$ cat src/rtl/seg_hc595_scan_n.sv
// seg_hc595_scan_n: binary word -> multiplexed common-anode 7-seg display driven
// through a 74HC595 chain. Sequential double-dabble conversion, leading-zero
// blanking, sign placement, overflow detection, digit scan and serial shifting.
// Optional feature macro: BRIGHTNESS_PWM_EN (adds bright[3:0], PWM on oe).
//
// Shifter FSM
//   state    | meaning
//   SH_IDLE  | chain idle, ds/shcp/stcp low
//   SH_SHIFT | serialising frame word, 4 clocks per bit
//   SH_LATCH | stcp high for 4 clocks
// Conversion FSM
//   state    | meaning
//   CV_IDLE  | waiting for next pass wrap
//   CV_SHIFT | double-dabble iterations, one input bit per clock
//   CV_FIN   | build segment image from BCD result into pending image
module seg_hc595_scan_n #(
    parameter int DIGITS   = 6,
    parameter int DATA_W   = 20,
    parameter int CLK_FREQ = 50_000_000,
    parameter int SCAN_US  = 1000
) (
    input  logic              sys_clk,
    input  logic              sys_rst_n,
    input  logic [DATA_W-1:0] data,
    input  logic [DIGITS-1:0] point,
    input  logic              sign,
    input  logic              seg_en,
`ifdef BRIGHTNESS_PWM_EN
    input  logic [3:0]        bright,
`endif
    output logic              ds,
    output logic              shcp,
    output logic              stcp,
    output logic              oe,
    output logic              ovf
);

    localparam int SCAN_CYC  = CLK_FREQ / 1_000_000 * SCAN_US;
    localparam int CH_W      = 8 + DIGITS;
    localparam int FRAME_LEN = 4 * CH_W + 4;
    localparam int CW        = (SCAN_CYC > 1) ? $clog2(SCAN_CYC) : 1;
    localparam int IW        = $clog2(DIGITS);
    localparam int HW        = $clog2(DIGITS + 1);
    localparam int NB        = 9;   // enough BCD digits for any 27-bit input
    localparam int BW        = $clog2(DATA_W + 1);
    localparam int KW        = $clog2(CH_W);

    localparam logic [7:0] SEG_DASH  = 8'hBF;
    localparam logic [7:0] SEG_BLANK = 8'hFF;

    if (SCAN_CYC < FRAME_LEN + 2) begin : g_cfg_err
        $error("seg_hc595_scan_n: SCAN_CYC shorter than one 595 frame plus 2");
    end

    typedef enum logic [1:0] {SH_IDLE, SH_SHIFT, SH_LATCH} sh_state_t;
    typedef enum logic [1:0] {CV_IDLE, CV_SHIFT, CV_FIN} cv_state_t;

    function automatic logic [7:0] seg_code(input logic [3:0] d);
        case (d)
            4'd0:    seg_code = 8'hC0;
            4'd1:    seg_code = 8'hF9;
            4'd2:    seg_code = 8'hA4;
            4'd3:    seg_code = 8'hB0;
            4'd4:    seg_code = 8'h99;
            4'd5:    seg_code = 8'h92;
            4'd6:    seg_code = 8'h82;
            4'd7:    seg_code = 8'hF8;
            4'd8:    seg_code = 8'h80;
            4'd9:    seg_code = 8'h90;
            default: seg_code = 8'hFF;
        endcase
    endfunction

    // scan timing
    logic [CW-1:0] cnt, cnt_nxt;
    logic [IW-1:0] idx;
    logic          wrap, pass_wrap, load;

    // conversion
    cv_state_t              cv_state, cv_nxt;
    logic [DATA_W-1:0]      bin, bin_nxt;
    logic [4*NB-1:0]        bcd, bcd_nxt, bcd_adj;
    logic [BW-1:0]          bits, bits_nxt;
    logic [DIGITS-1:0]      pt_s, pt_nxt;
    logic                   sign_s, sign_nxt, en_s, en_nxt;
    logic [DIGITS-1:0][7:0] seg_calc, pend_seg, pend_seg_nxt, disp_seg;
    logic                   pend_en, pend_en_nxt, pend_ovf, pend_ovf_nxt, disp_en;
    logic [HW-1:0]          hi;
    logic                   big, ovf_calc;

    // shifter
    sh_state_t         sh_state, sh_nxt;
    logic [CH_W-1:0]   sreg, sreg_nxt, w_frame;
    logic [DIGITS-1:0] sel;
    logic [1:0]        phase, phase_nxt;
    logic [KW-1:0]     bcnt, bcnt_nxt;
    logic              ds_nxt, shcp_nxt, stcp_nxt, armed, armed_nxt;

    assign wrap      = (cnt == CW'(SCAN_CYC - 1));
    assign pass_wrap = wrap && (idx == IW'(DIGITS - 1));
    assign load      = (cnt == '0);

    // next dwell count
    always_comb begin
        cnt_nxt = wrap ? '0 : cnt + CW'(1);
    end

    // dwell counter and digit index
    always_ff @(posedge sys_clk) begin
        if (!sys_rst_n) begin
            cnt <= '0;
            idx <= '0;
        end else begin
            cnt <= cnt_nxt;
            if (wrap)
                idx <= (idx == IW'(DIGITS - 1)) ? '0 : idx + IW'(1);
        end
    end

    // blanking, sign placement and overflow from the finished BCD value
    always_comb begin
        hi       = '0;
        seg_calc = '1;
        big      = |bcd[4*NB-1:4*DIGITS];
        for (int i = 0; i < DIGITS; i++)
            if (bcd[4*i +: 4] != 4'd0 || pt_s[i])
                hi = HW'(i);
        ovf_calc = big | (sign_s & (hi == HW'(DIGITS - 1)));
        for (int i = 0; i < DIGITS; i++) begin
            if (ovf_calc)
                seg_calc[i] = SEG_DASH;
            else if (HW'(i) <= hi)
                seg_calc[i] = seg_code(bcd[4*i +: 4]) & {~pt_s[i], 7'h7F};
            else if (sign_s && HW'(i) == hi + HW'(1))
                seg_calc[i] = SEG_DASH;
            else
                seg_calc[i] = SEG_BLANK;
        end
    end

    // conversion FSM next state and datapath
    always_comb begin
        cv_nxt       = cv_state;
        bin_nxt      = bin;
        bcd_nxt      = bcd;
        bits_nxt     = bits;
        pt_nxt       = pt_s;
        sign_nxt     = sign_s;
        en_nxt       = en_s;
        pend_seg_nxt = pend_seg;
        pend_en_nxt  = pend_en;
        pend_ovf_nxt = pend_ovf;
        bcd_adj      = bcd;
        for (int k = 0; k < NB; k++)
            if (bcd[4*k +: 4] >= 4'd5)
                bcd_adj[4*k +: 4] = bcd[4*k +: 4] + 4'd3;
        if (pass_wrap) begin
            cv_nxt   = CV_SHIFT;
            bin_nxt  = data;
            bcd_nxt  = '0;
            bits_nxt = BW'(DATA_W);
            pt_nxt   = point;
            sign_nxt = sign;
            en_nxt   = seg_en;
        end else begin
            case (cv_state)
                CV_SHIFT: begin
                    {bcd_nxt, bin_nxt} = {bcd_adj, bin} << 1;
                    bits_nxt = bits - BW'(1);
                    if (bits == BW'(1))
                        cv_nxt = CV_FIN;
                end
                CV_FIN: begin
                    pend_seg_nxt = seg_calc;
                    pend_en_nxt  = en_s;
                    pend_ovf_nxt = ovf_calc;
                    cv_nxt       = CV_IDLE;
                end
                default: cv_nxt = CV_IDLE;
            endcase
        end
    end

    // conversion FSM registers
    always_ff @(posedge sys_clk) begin
        if (!sys_rst_n) begin
            cv_state <= CV_IDLE;
            bin      <= '0;
            bcd      <= '0;
            bits     <= '0;
            pt_s     <= '0;
            sign_s   <= 1'b0;
            en_s     <= 1'b1;
            pend_seg <= '1;
            pend_en  <= 1'b1;
            pend_ovf <= 1'b0;
        end else begin
            cv_state <= cv_nxt;
            bin      <= bin_nxt;
            bcd      <= bcd_nxt;
            bits     <= bits_nxt;
            pt_s     <= pt_nxt;
            sign_s   <= sign_nxt;
            en_s     <= en_nxt;
            pend_seg <= pend_seg_nxt;
            pend_en  <= pend_en_nxt;
            pend_ovf <= pend_ovf_nxt;
        end
    end

    // displayed image swaps only at pass boundaries so a pass never tears
    always_ff @(posedge sys_clk) begin
        if (!sys_rst_n) begin
            disp_seg <= '1;
            disp_en  <= 1'b1;
            ovf      <= 1'b0;
        end else if (pass_wrap) begin
            disp_seg <= pend_seg;
            disp_en  <= pend_en;
            ovf      <= pend_ovf;
        end
    end

    // frame word for the current digit
    always_comb begin
        sel     = DIGITS'(1) << idx;
        w_frame = disp_en ? {disp_seg[idx], sel} : {SEG_BLANK, {DIGITS{1'b0}}};
    end

    // shifter FSM next state and pin values
    always_comb begin
        sh_nxt    = sh_state;
        sreg_nxt  = sreg;
        phase_nxt = phase;
        bcnt_nxt  = bcnt;
        ds_nxt    = ds;
        shcp_nxt  = shcp;
        stcp_nxt  = stcp;
        armed_nxt = armed;
        if (load) begin
            sh_nxt    = SH_SHIFT;
            sreg_nxt  = w_frame;
            ds_nxt    = w_frame[0];
            shcp_nxt  = 1'b0;
            stcp_nxt  = 1'b0;
            phase_nxt = 2'd0;
            bcnt_nxt  = KW'(CH_W - 1);
        end else begin
            case (sh_state)
                SH_SHIFT: begin
                    phase_nxt = phase + 2'd1;
                    if (phase == 2'd1)
                        shcp_nxt = 1'b1;
                    if (phase == 2'd3) begin
                        shcp_nxt = 1'b0;
                        if (bcnt == '0) begin
                            sh_nxt   = SH_LATCH;
                            ds_nxt   = 1'b0;
                            stcp_nxt = 1'b1;
                        end else begin
                            sreg_nxt = sreg >> 1;
                            ds_nxt   = sreg[1];
                            bcnt_nxt = bcnt - KW'(1);
                        end
                    end
                end
                SH_LATCH: begin
                    phase_nxt = phase + 2'd1;
                    if (phase == 2'd3) begin
                        stcp_nxt  = 1'b0;
                        sh_nxt    = SH_IDLE;
                        armed_nxt = 1'b1;
                    end
                end
                default: begin
                    ds_nxt   = 1'b0;
                    shcp_nxt = 1'b0;
                    stcp_nxt = 1'b0;
                end
            endcase
        end
    end

    // shifter FSM registers
    always_ff @(posedge sys_clk) begin
        if (!sys_rst_n) begin
            sh_state <= SH_IDLE;
            sreg     <= '0;
            phase    <= '0;
            bcnt     <= '0;
            ds       <= 1'b0;
            shcp     <= 1'b0;
            stcp     <= 1'b0;
            armed    <= 1'b0;
        end else begin
            sh_state <= sh_nxt;
            sreg     <= sreg_nxt;
            phase    <= phase_nxt;
            bcnt     <= bcnt_nxt;
            ds       <= ds_nxt;
            shcp     <= shcp_nxt;
            stcp     <= stcp_nxt;
            armed    <= armed_nxt;
        end
    end

`ifdef BRIGHTNESS_PWM_EN
    logic [CW-1:0] thr, thr_nxt;

    // on-time threshold, refreshed at every dwell wrap
    always_comb begin
        thr_nxt = wrap ? CW'((40'(bright) * 40'(SCAN_CYC)) >> 4) : thr;
    end

    // oe low for the first thr cycles of each dwell once the chain is valid
    always_ff @(posedge sys_clk) begin
        if (!sys_rst_n) begin
            thr <= '0;
            oe  <= 1'b1;
        end else begin
            thr <= thr_nxt;
            oe  <= ~(armed_nxt & (cnt_nxt < thr_nxt));
        end
    end
`else
    // outputs enabled permanently once the first frame has been latched
    always_ff @(posedge sys_clk) begin
        if (!sys_rst_n)
            oe <= 1'b1;
        else
            oe <= ~armed_nxt;
    end
`endif

endmodule
$ cat config.mk
export PLATFORM = sky130hd
export DESIGN_NAME = seg_hc595_scan_n
export DESIGN_NICKNAME = d
export VERILOG_FILES = /design/src/rtl/seg_hc595_scan_n.sv
export SDC_FILE = /design/constraint.sdc
export NUM_CORES = 1
export LEC_CHECK = 0
export CORE_MARGIN = 3
export CORE_UTILIZATION = 40
export DETAILED_ROUTE_END_ITERATION = 16
export HOLD_SLACK_MARGIN = 0.03
export PLACE_DENSITY = 0.64
export SLEW_MARGIN = 20
export SYNTH_ARGS = -nofsm -noshare
export SYNTH_HDL_FRONTEND = slang
export SYNTH_SLANG_ARGS = --single-unit
$ cat constraint.sdc
create_clock -name sys_clk -period 6.8 [get_ports sys_clk]
set_clock_uncertainty 0.15 [all_clocks]
set_input_delay 2.04 -clock sys_clk [delete_from_list [all_inputs] [get_ports sys_clk]]
set_output_delay 2.04 -clock sys_clk [all_outputs]
set_load 0.02 [all_outputs]
==> impl_metrics.ini <==
[status]
outcome = finished clean

[synthesis]
ys_seq_elements = 258
synthesis.area_um2 = 12100
avgSynthCellArea_um2 = 8.49
synth_edf_count = 0
synthArstFlopShare_pct = 0
ys_warn_count = 0
ys_types = 66
synth_seq_area_share_pct = 42.7
syn_nets = 1520
synth_cells = 1424
synth-main-ff-cell = dfxtp_1

[routing]
drc_errors = 0
wirelength_um = 28500
drtAntennaViolNets = 0
first_pass_iters = 5
avgViaCountPerCell = 5.43
drtIter0Drc = 810
num_vias = 9894
avgRoutedWirePerCell_um = 15.6

[setup_path]
reg2reg_slack_ns = 3.07
critical_path.max_stage_delay_ns = 0.61
crit_path_start_kind = input pin
worstPathCellList = buf_2 -> buf_4 -> o31a_1 -> buf_4 -> and2_1 -> inv_1 -> ha_1 -> mux2_2 -> a221oi_1
critPathKind = in2reg
crit_family = buffers and inverters
slowest_stage = buf_4
required_ns = 7.08
critical_path_arrival_ns = 4.78
cp_num_buf_inv = 4
cp_max_fo = 62
end_kind = flop
cp_common_cell = buf_4

[power]
irDropWorstVdd_uv = 186
power.leakage_uw = 0.00510
power_density_nw_per_um2 = 234
power_uw = 3180

[clock_tree]
cts_post_setup_buffers_inserted = 0
path_clk_slew_ns = 0.06
worstSkewPairLatency_ns = 0.53
cts_tree = built
postCtsHoldBufs = 0
cts_root_buf = clkbuf_16
clockBufferDepth = 3
cts.sinks = 258
cts_made_buffers = 26
htreeDepth = 1
post_cts_resized = 0

[placed_design]
routabilityCongestion = 0.819
hpwl_um = 19000
io_buffers = 34

[die]
io_pins = 35
die_width_um = 180
dieArea_um2 = 32300
coreArea_um2 = 29700
die_h_um = 180
rows = 63
initial_core_util_pct = 40.7

[cells_and_area]
diodes = 0
syn_to_final_growth_pct = 12.1
fillers = 2883
multi_input_area_um2 = 6320
drive_gt1_share_pct = 8.10
register_area_um2 = 5160
fin_nets = 1508

[global_routing]
grt_pass1_vias = 9259
grt_first_pass_wirelength_um = 47700
grt_use_total_pct = 17.2
grt_overflow = 0
grt_max_degree = 70
grt_antenna_before_repair = 0

[timing]
max_freq_mhz = 222
timing.slew.headroom_pct = 36.0
setup_viol = 0
min_period_ns = 4.50
worst_pin_slew_ns = 0.957
post-route-period-util_pct = 66.1
final_hold_viol_count = 0
rsz0062_at_grt = no
final_max_slew_viol_count = 0
final.setup.tns_ns = 0

[hold_path]
hold_class = reg2reg

[job]
max_cap_viol_count = 0
-- Yosys cell counts (21+ instances only) --
master / count / share of area, %
a21oi_1: 82 / 3.4
buf_2: 31 / 1.3
clkbuf_1: 44 / 1.4
dfxtp_1: 258 / 43
ha_1: 66 / 6.8
inv_1: 56 / 1.7
nand2_1: 267 / 8.3
nand3_1: 90 / 3.7
nor2_1: 119 / 3.7
nor3_1: 35 / 1.4
o21ai_0: 38 / 1.6
o21ai_1: 32 / 1.3
xnor2_1: 21 / 1.5
-- cell usage in the layout (no fill, tap or decap), drive strengths merged, types with 21 or more instances in the layout --
cell type and instances:
a21oi 82, a311oi 35, clkbuf 35, clkdlybuf4s50 33
dfxtp 258, ha 66, inv 59, nand2 269
nand3 91, nor2 119, nor3 36, o21ai 70
xnor2 21
-- path summary, 6_finish.rpt --
kind                                 from           end  cells past startpoint
worst min register to register       flop  pend_seg[11]                      1
worst min-delay path                 flop  pend_seg[11]                      1
worst max-delay path            sys_rst_n          flop                      9
worst max register to register     idx[1]          flop                     11
-- power by group --
group	internal (uW)	total, uW	leakage, uW	switching, uW
logic	39.0	97.8	0.00255	58.8
registers	1530	1540	0.00209	9.47
clock network	941	1550	0.000467	604
-- per-stage QoR --
stage	cells	setup WS (ns)	hold slack (ns)	utilization (%)	instance area, um2
floorplan	1424	2.94	0.263	-	12100
global placement	1774	1.87	0.274	42.4	12600
detailed placement	1774	1.78	0.278	42.4	12600
CTS	1822	2.32	0.294	45.6	13500
global route	1822	2.03	0.301	45.6	13600
finish	1822	2.30	0.290	45.6	13600
-- kinds of logic (layout without fill, tap and decap cells) --
logic type	Yosys count	in the layout	synth area share [%]
AOI/OAI and AO/OA	299	299	17.4
xor gates and xnor gates	36	36	2.61
adders and majority gates	66	66	6.83
buffers and inverters	144	152	5.13
DFF	258	258	42.7
muxes	22	22	2.74
and+or+nand+nor	599	599	22.6
-- area by class of cell --
class,instances,share of cell area (%)
inverter,58,1.61
tap,390,3.60
sequential,258,38.1
multi-input combinational,1022,46.6
clock buffer,35,5.65
clock inverter,13,1.26
timing repair buffer,46,3.14
-- metal layers --
layer | routed length [um] | vias to the layer above | GRT usage, %
li1 | - | 4944 | -
met1 | 13800 | 4697 | 24.8
met2 | 12500 | 199 | 26.6
met3 | 1260 | 54 | 2.63
met4 | 814 | 0 | 5.11
met5 | 0 | - | 0
Note: power is estimated with default switching activity, not from simulation.
